### src/rtl/cabac_ctx_pkg.sv
// cabac_ctx_pkg: shared constants and FSM encoding for CABAC context initialisation.
package cabac_ctx_pkg;
    localparam int QP_MAX           = 51;
    localparam int PRE_MIN          = 1;
    localparam int PRE_MAX          = 126;
    localparam int MPS_THRESH       = 63;
    localparam int M_MSB            = 15;
    localparam int M_LSB            = 8;
    localparam int N_MSB            = 7;
    localparam int N_LSB            = 0;
    localparam int CTX_W_DATA_WIDTH = 7;
    localparam int FLUSH_LEN        = 2;
    localparam logic [1:0] IDLE  = 2'd0;
    localparam logic [1:0] RUN   = 2'd1;
    localparam logic [1:0] FLUSH = 2'd2;
    localparam logic [1:0] DONE  = 2'd3;
endpackage

### src/rtl/cabac_ctx_init_calc.sv
// cabac_ctx_init_calc: maps one init-value (m, n) and clipped QP to {valMps, pStateIdx}.
module cabac_ctx_init_calc
    import cabac_ctx_pkg::*;
#(
    parameter int QP_WIDTH = 6
) (
    input  logic [7:0]                  m,
    input  logic [7:0]                  n,
    input  logic [QP_WIDTH-1:0]         qp,
    output logic [CTX_W_DATA_WIDTH-1:0] ctx
);
    localparam int PW = 8 + QP_WIDTH;
    localparam int TW = PW - 4;
    logic [PW-1:0] prod;
    logic [TW-1:0] t;
    logic [6:0]    pre;
    always_comb begin
        prod = {{QP_WIDTH{m[7]}}, m} * {8'd0, qp};
        // taking the upper bits of the two's-complement product is the floor shift
        t    = prod[PW-1:4] + {{(TW-8){1'b0}}, n};
        pre  = $signed(t) < PRE_MIN ? 7'(PRE_MIN) : $signed(t) > PRE_MAX ? 7'(PRE_MAX) : t[6:0];
        ctx  = pre > 7'(MPS_THRESH) ? {1'b1, pre[5:0]} : {1'b0, 6'(MPS_THRESH) - pre[5:0]};
    end
endmodule

### src/rtl/cabac_ctx_init_ctrl.sv
// cabac_ctx_init_ctrl: sweeps the init-value ROM and writes decoded context states.
module cabac_ctx_init_ctrl
    import cabac_ctx_pkg::*;
#(
    parameter int NUM_CTX   = 64,
    parameter int QP_WIDTH  = 6,
    parameter int ROM_WIDTH = 16
) (
    input  logic                          clk,
    input  logic                          rst,
    input  logic                          start,
    input  logic [QP_WIDTH-1:0]           qp,
    output logic                          busy,
    output logic                          done,
    output logic                          rom_r_en,
    output logic [$clog2(NUM_CTX)-1:0]    rom_r_addr,
    input  logic [ROM_WIDTH-1:0]          rom_r_data,
    output logic                          ctx_w_en,
    output logic [$clog2(NUM_CTX)-1:0]    ctx_w_addr,
    output logic [CTX_W_DATA_WIDTH-1:0]   ctx_w_data
);
    localparam int AW = $clog2(NUM_CTX);
    logic [1:0]                  state;
    logic [AW-1:0]               cnt;
    logic [QP_WIDTH-1:0]         qp_c;
    logic                        v1;
    logic [AW-1:0]               a1;
    logic [CTX_W_DATA_WIDTH-1:0] calc;
    assign busy       = state != IDLE;
    assign done       = state == DONE;
    assign rom_r_en   = state == RUN;
    assign rom_r_addr = cnt;
    always_ff @(posedge clk) begin
        if (rst) begin
            state <= IDLE;
            cnt   <= '0;
            qp_c  <= '0;
        end else begin
            case (state)
                IDLE: if (start) begin
                    state <= RUN;
                    cnt   <= '0;
                    qp_c  <= qp > QP_WIDTH'(QP_MAX) ? QP_WIDTH'(QP_MAX) : qp;
                end
                RUN: begin
                    cnt   <= cnt == AW'(NUM_CTX - 1) ? '0 : cnt + 1'b1;
                    state <= cnt == AW'(NUM_CTX - 1) ? FLUSH : RUN;
                end
                FLUSH: begin
                    cnt   <= cnt == AW'(FLUSH_LEN - 1) ? '0 : cnt + 1'b1;
                    state <= cnt == AW'(FLUSH_LEN - 1) ? DONE : FLUSH;
                end
                default: state <= IDLE;
            endcase
        end
    end
    cabac_ctx_init_calc #(.QP_WIDTH(QP_WIDTH)) u_calc (
        .m   (rom_r_data[M_MSB:M_LSB]),
        .n   (rom_r_data[N_MSB:N_LSB]),
        .qp  (qp_c),
        .ctx (calc)
    );
    // v1/a1 ride alongside the ROM's registered data; only a valid word may update ctx_w_*
    always_ff @(posedge clk) begin
        if (rst) begin
            v1         <= 1'b0;
            a1         <= '0;
            ctx_w_en   <= 1'b0;
            ctx_w_addr <= '0;
            ctx_w_data <= '0;
        end else begin
            v1       <= rom_r_en;
            a1       <= rom_r_addr;
            ctx_w_en <= v1;
            if (v1) begin
                ctx_w_addr <= a1;
                ctx_w_data <= calc;
            end
        end
    end
endmodule

### config.mk
export PLATFORM = sky130hd
export DESIGN_NAME = cabac_ctx_init_ctrl
export DESIGN_NICKNAME = d
export VERILOG_FILES = /design/src/rtl/cabac_ctx_pkg.sv /design/src/rtl/cabac_ctx_init_calc.sv /design/src/rtl/cabac_ctx_init_ctrl.sv
export SDC_FILE = /design/constraint.sdc
export NUM_CORES = 1
export LEC_CHECK = 0
export CAP_MARGIN = 20
export CORE_MARGIN = 3
export CORE_UTILIZATION = 50
export DETAILED_ROUTE_END_ITERATION = 6
export PLACE_DENSITY = 0.75
export RECOVER_POWER = 100
export SLEW_MARGIN = 20
export SYNTH_ARGS = -nofsm -noshare
export SYNTH_HDL_FRONTEND = slang
export SYNTH_SLANG_ARGS = --single-unit
### constraint.sdc
create_clock -name clk -period 12.4 [get_ports clk]
set_input_delay 1.24 -clock clk [delete_from_list [all_inputs] [get_ports clk]]
set_output_delay 1.24 -clock clk [all_outputs]
set_load 0.01 [all_outputs]
Word-level counts from Yosys, hierarchy flattened
Index checks and enable logic that the tools add are counted.
Widths: inputs -> output; s select.
- memories kept: 0
- output and inout port bits: 23
- bits in registers: 35
- input bits: 25
- bits in read-only memories: 0
- memory bits (writable): 0
- logic and storage cells: 39
- latch bits: 0
- magnitude comparators: 4
- shifts and indexed selects: 0
- bitwise operators: 0
- multipliers: 1
- reduce and logical (&&, ||, !) cells: 5
- mux-type cells: 12
- $add $sub $neg: 3
- equal/unequal tests: 6
- div/mod/pow operators: 0
- operator list (operator ; count):
    $mux 6 ; 4
    $mux 7 ; 3
    $pmux 6 s3 ; 1
    $mul 8x7->14 ; 1
    $add 10x8->10 ; 1
    $gt 10x8->1 const B ; 1
    $lt 10x2->1 const B ; 1
    $gt 7x6->1 const B ; 1
    $add 6x1->6 const B ; 1
    $eq 6x1->1 const B ; 1
    $eq 6x6->1 const B ; 1
    $gt 6x6->1 const B ; 1
    $pmux 2 s3 ; 1
    $sub 6x6->6 const A ; 1
    $eq 2x2->1 const B ; 2
    $mux 2 ; 2
    $reduce_and 2->1 ; 2
    $reduce_bool 3->1 ; 1
    $eq 2x1->1 const B ; 1
    $logic_not 2->1 ; 1
    $ne 2x2->1 const B ; 1
    $reduce_bool 2->1 ; 1
    $mux 1 ; 1

Logic depth before layout (Yosys ltp)
- word-level depth: 7
- mapped depth: 24

By module
Synthesis repeated with hierarchy kept, for this count alone.
- cell total of the unflattened synthesis: 414
- area total of the unflattened synthesis: 3717.3 um^2
- by module, submodules not included (module ; area each (um^2) ; sequential area each (um^2) ; times used ; cells an instance):
    cabac_ctx_init_calc ; 2282.2 ; 0.0 ; 1 ; 267
    cabac_ctx_init_ctrl ; 1435.1 ; 700.7 ; 1 ; 147

Worst setup path after synthesis
No wires, ideal clock.
- kind: input to register
- start point: input rom_r_data[12]
- end point: register ctx_w_data[0]
- setup time: 0.096 ns
- path slack: 6.062 ns
- stages on the path: 21
- arrival: 6.242 ns
- path buffers: 0
- path through: and2_1 -> fa_1 -> fa_1 -> fa_1 -> inv_1 -> fa_1 -> inv_1 -> ha_1 -> a21o_1 -> a21oi_2 -> o21ba_2 -> o31ai_2 -> xor2_1 -> ha_1 -> nand2_1 -> o21ai_0 -> nand3_1 -> a221oi_1 -> a31oi_2 -> and2_4 -> o41ai_2
- word-level cells in the longest chain between the ends: 7
- elaborated cells on any way between the ends: 9
- classes of those cells: add/sub (2); mul (1); order compare (3); mux (3)
- ends and longest elaborated chain (what ; line ; source):
    start, declared ; cabac_ctx_init_ctrl.sv:17 ; input logic [ROM_WIDTH-1:0] rom_r_data,
    $mul 8x7->14 (*) ; cabac_ctx_init_calc.sv:18 ; prod = {{QP_WIDTH{m[7]}}, m} * {8'd0, qp};
    $add 10x8->10 (*) ; cabac_ctx_init_calc.sv:20 ; t = prod[PW-1:4] + {{(TW-8){1'b0}}, n};
    $gt 10x8->1 ; cabac_ctx_init_calc.sv:21 ; pre = $signed(t) < PRE_MIN ? 7'(PRE_MIN) : $signed(t) > PRE_MAX ? 7'(PRE_MAX) : t[6:0];
    $mux 7 ; cabac_ctx_init_calc.sv:21 ;
    $mux 7 (*) ; cabac_ctx_init_calc.sv:21 ;
    $sub 6x6->6 / $gt 7x6->1 (equally long branches) ; cabac_ctx_init_calc.sv:22 ; ctx = pre > 7'(MPS_THRESH) ? {1'b1, pre[5:0]} : {1'b0, 6'(MPS_THRESH) - pre[5:0]};
    $mux 7 (*) ; cabac_ctx_init_calc.sv:22 ;
    end signal, assigned ; cabac_ctx_init_ctrl.sv:77 ; ctx_w_data <= calc;
    end, declared ; cabac_ctx_init_ctrl.sv:20 ; output logic [CTX_W_DATA_WIDTH-1:0] ctx_w_data
Every way passes the cells marked *; elsewhere a longest branch is shown, timed or not.
A chain may end at the register's enable or synchronous reset.

Worst setup path after layout
- start point: input rom_r_data[11]
- end point: register ctx_w_data[3]
The elaborated chain is that of the path after synthesis.

==> run metrics <==
status=finished clean; Worst Hold Class=flop to flop; routed wire length=around 7700 um; post-synthesis mux area share=0.0361; Post-Route M1 WL=between 3000 and 4000 um; Mapped Area=3780 um2; syn nets=around 540; total track usage=0.191; placed cell count=between 500 and 600; fmax=136 MHz; flops & latches, synth=35; LEAKAGE=slightly above 2 nW; Synth Flop Type=dfxtp_1; met2 wire length=between 3000 and 4000 um; pin slew with the least headroom to its limit=~1.4 ns; max layer used=met4; final cell count without fillers=between 500 and 600; port bufs=47; Syn Area/Cell=roughly 8.6 um2; H-tree depth=2; Slew Limit Headroom=0.0506; Area growth syn-to-layout=16.9%; post-route minimum period=7.38 ns; vias in the first global route=just under 3000; clk sinks=35; number of synthesized flops with an enable pin=0; Mapped Cells=around 440; Die Span Y=93.0 um; GRT overflow=0; FFs w/ async S/R, synth=0; Core Area=between 7000 and 8000 um2; Layout Nets=about 580; adder-cell share of the synthesized area=0.307; drt first pass iters=4; PwrDens=around 110 nW/um2; WP data required=12.51 ns; Compound-Gate Fraction of Synth Area=0.123; via density per instance=around 5.2; Hold-fix buffers, CTS=0; CTS Buf Count=5; fin crit share=0.595; clock tree buffer depth=2; row count=31; Worst Setup End Kind=flop; Initial Util=0.519; Setup Buffers After CTS=0; CP Data Arrival Time=7.48 ns; first-pass GRT wire length=around 14000 um; met3 wire length=320 um; antenna cells=0; Worst-Skew Late Latency=a little under 0.3 ns; setup TNS=0 ns; Via Count=3055; CTS tree=built; share of post-route cells with drive strength above 1=0.0514; Setup violations, final=0; CP Max Fanout=6; Unique masters post-synth=54; Detailed Place HPWL=between 6000 and 7000 um; RSZ-0062 raised after global routing=false; cts repair resizes=0; Worst-path clk slew=about 0.070 ns; most frequent cells in the layout=inv_1, nor2_1, ha_1, and2_1, dfxtp_1; Synth Area in Simple Gates=0.206; WS Path Type=input port to flop; Ports=48; Die W=between 90 and 100 um; initial antenna violation count=0; post-synthesis sequential area ratio=0.185; pin count of the biggest net entering global routing=34; drt initial violations=99; root buf cell=clkbuf_8; GP Congestion=0.909; overall power=0.491 mW; Max Slew Vio Count=0; YS warnings=0; final hold viol count=0; Layout fillers=666; maximum vdd drop=approximately 0.084 mV; main combinational cell family by area after synthesis=adder cells; Synth Area in XOR/XNOR=0.0688; Routed WL per cell=13.2 um; commonest non-fill, non-tap cell in the layout=inv_1; max_cap viols=0; DRC=0; antenna-violating nets left=0; Startpoint Class=input port; Worst Skew=roughly 0.0052 ns; Die Area=just under 9000 um2
routing by layer:
layer  global-route usage  up-vias
met5                    0        -
met4               0.0415        0
met3               0.0325        9
met2                0.305       60
met1                0.271     1455
li1                     -     1531
synthesized netlist by cell type (all sizes together), types with 3 or more instances:
cell / number / area [um2]
a21oi: 18 / 97.6
a311oi: 6 / 52.6
a31oi: 3 / 31.3
and2: 41 / 259
clkbuf: 7 / 26.3
dfxtp: 35 / 701
fa: 33 / 661
ha: 40 / 500
inv: 64 / 240
mux2i: 11 / 110
nand2: 27 / 104
nand2b: 4 / 25.0
nand3: 4 / 20.0
nand4: 3 / 18.8
nor2: 45 / 169
nor2b: 11 / 68.8
nor3: 9 / 50.1
o211ai: 3 / 22.5
o21ai: 14 / 73.8
xnor2: 17 / 164
xor2: 11 / 96.3
through the flow:
| stage | utilization | instance area [um2] | hold slack (ns) | worst slack [ns] |
|---|---|---|---|---|
| floorplan | - | 3780 | 0.441 | 6.06 |
| global placement | 0.596 | 4350 | 0.447 | 5.21 |
| detailed placement | 0.596 | 4350 | 0.460 | 5.07 |
| CTS | 0.608 | 4440 | 0.477 | 5.36 |
| global route | 0.606 | 4420 | 0.502 | 4.56 |
| finish | 0.606 | 4420 | 0.473 | 5.02 |
registers in the layout, summed over array words and instances, names as in the netlist:
register / count
a1: 6
ctx_w_en: 1
ctx_w_data: 7
ctx_w_addr: 6
v1: 1
qp_c: 6
state: 2
rom_r_addr: 6
worst max-delay path, cell delays in order:
cell	delay (ns)
dlygate4sd3_1	0.60
and2_0	0.21
fa_1	0.54
inv_1	0.06
fa_1	0.48
inv_1	0.05
fa_1	0.53
inv_1	0.06
fa_1	0.53
inv_1	0.04
ha_1	0.20
a21o_1	0.18
a21oi_1	0.29
o21ba_2	0.18
o31ai_1	0.11
xor2_1	0.20
ha_1	0.42
a21oi_1	0.11
o211ai_1	0.15
nand3_1	0.16
a221oi_1	0.40
a31oi_2	0.18
a21oi_1	0.38
a311oi_1	0.16
report_power, final:
part | switching [mW] | total (mW) | internal [mW]
Clock | 0.0431 | 0.0822 | 0.0391
Combinational | 0.160 | 0.284 | 0.124
Sequential | 0.00739 | 0.125 | 0.118
cell families after synthesis:
kind of cell,after synthesis
DFF,35
muxes,13
buffers and inverters,73
AOI/OAI and AO/OA,64
xor gates and xnor gates,28
and+or+nand+nor,153
adders and majority gates,73
worst paths after layout:
check	start	slack [ns]	end	depth (start not counted)
max reg2reg	qp_c[3]$_SDFFE_PP0P_	6.16	ctx_w_data[3]$_SDFFE_PP0P_	21
min reg2reg	a1[1]$_SDFF_PP0_	0.47	ctx_w_addr[1]$_SDFFE_PP0P_	2
min	a1[1]$_SDFF_PP0_	0.47	ctx_w_addr[1]$_SDFFE_PP0P_	2
max	rom_r_data[11]	5.02	ctx_w_data[3]$_SDFFE_PP0P_	24
final cells by class:
cell class                 count  area, um2  share of cell area
inverter                      64        240              0.0544
timing repair buffer          48        474               0.107
clock inverter                 3       20.0             0.00453
clock buffer                   5       68.8              0.0156
tap                           99        124              0.0280
multi-input combinational    331       2790               0.632
sequential                    35        701               0.159
No activity file was read; power rests on OpenSTA's default activity.
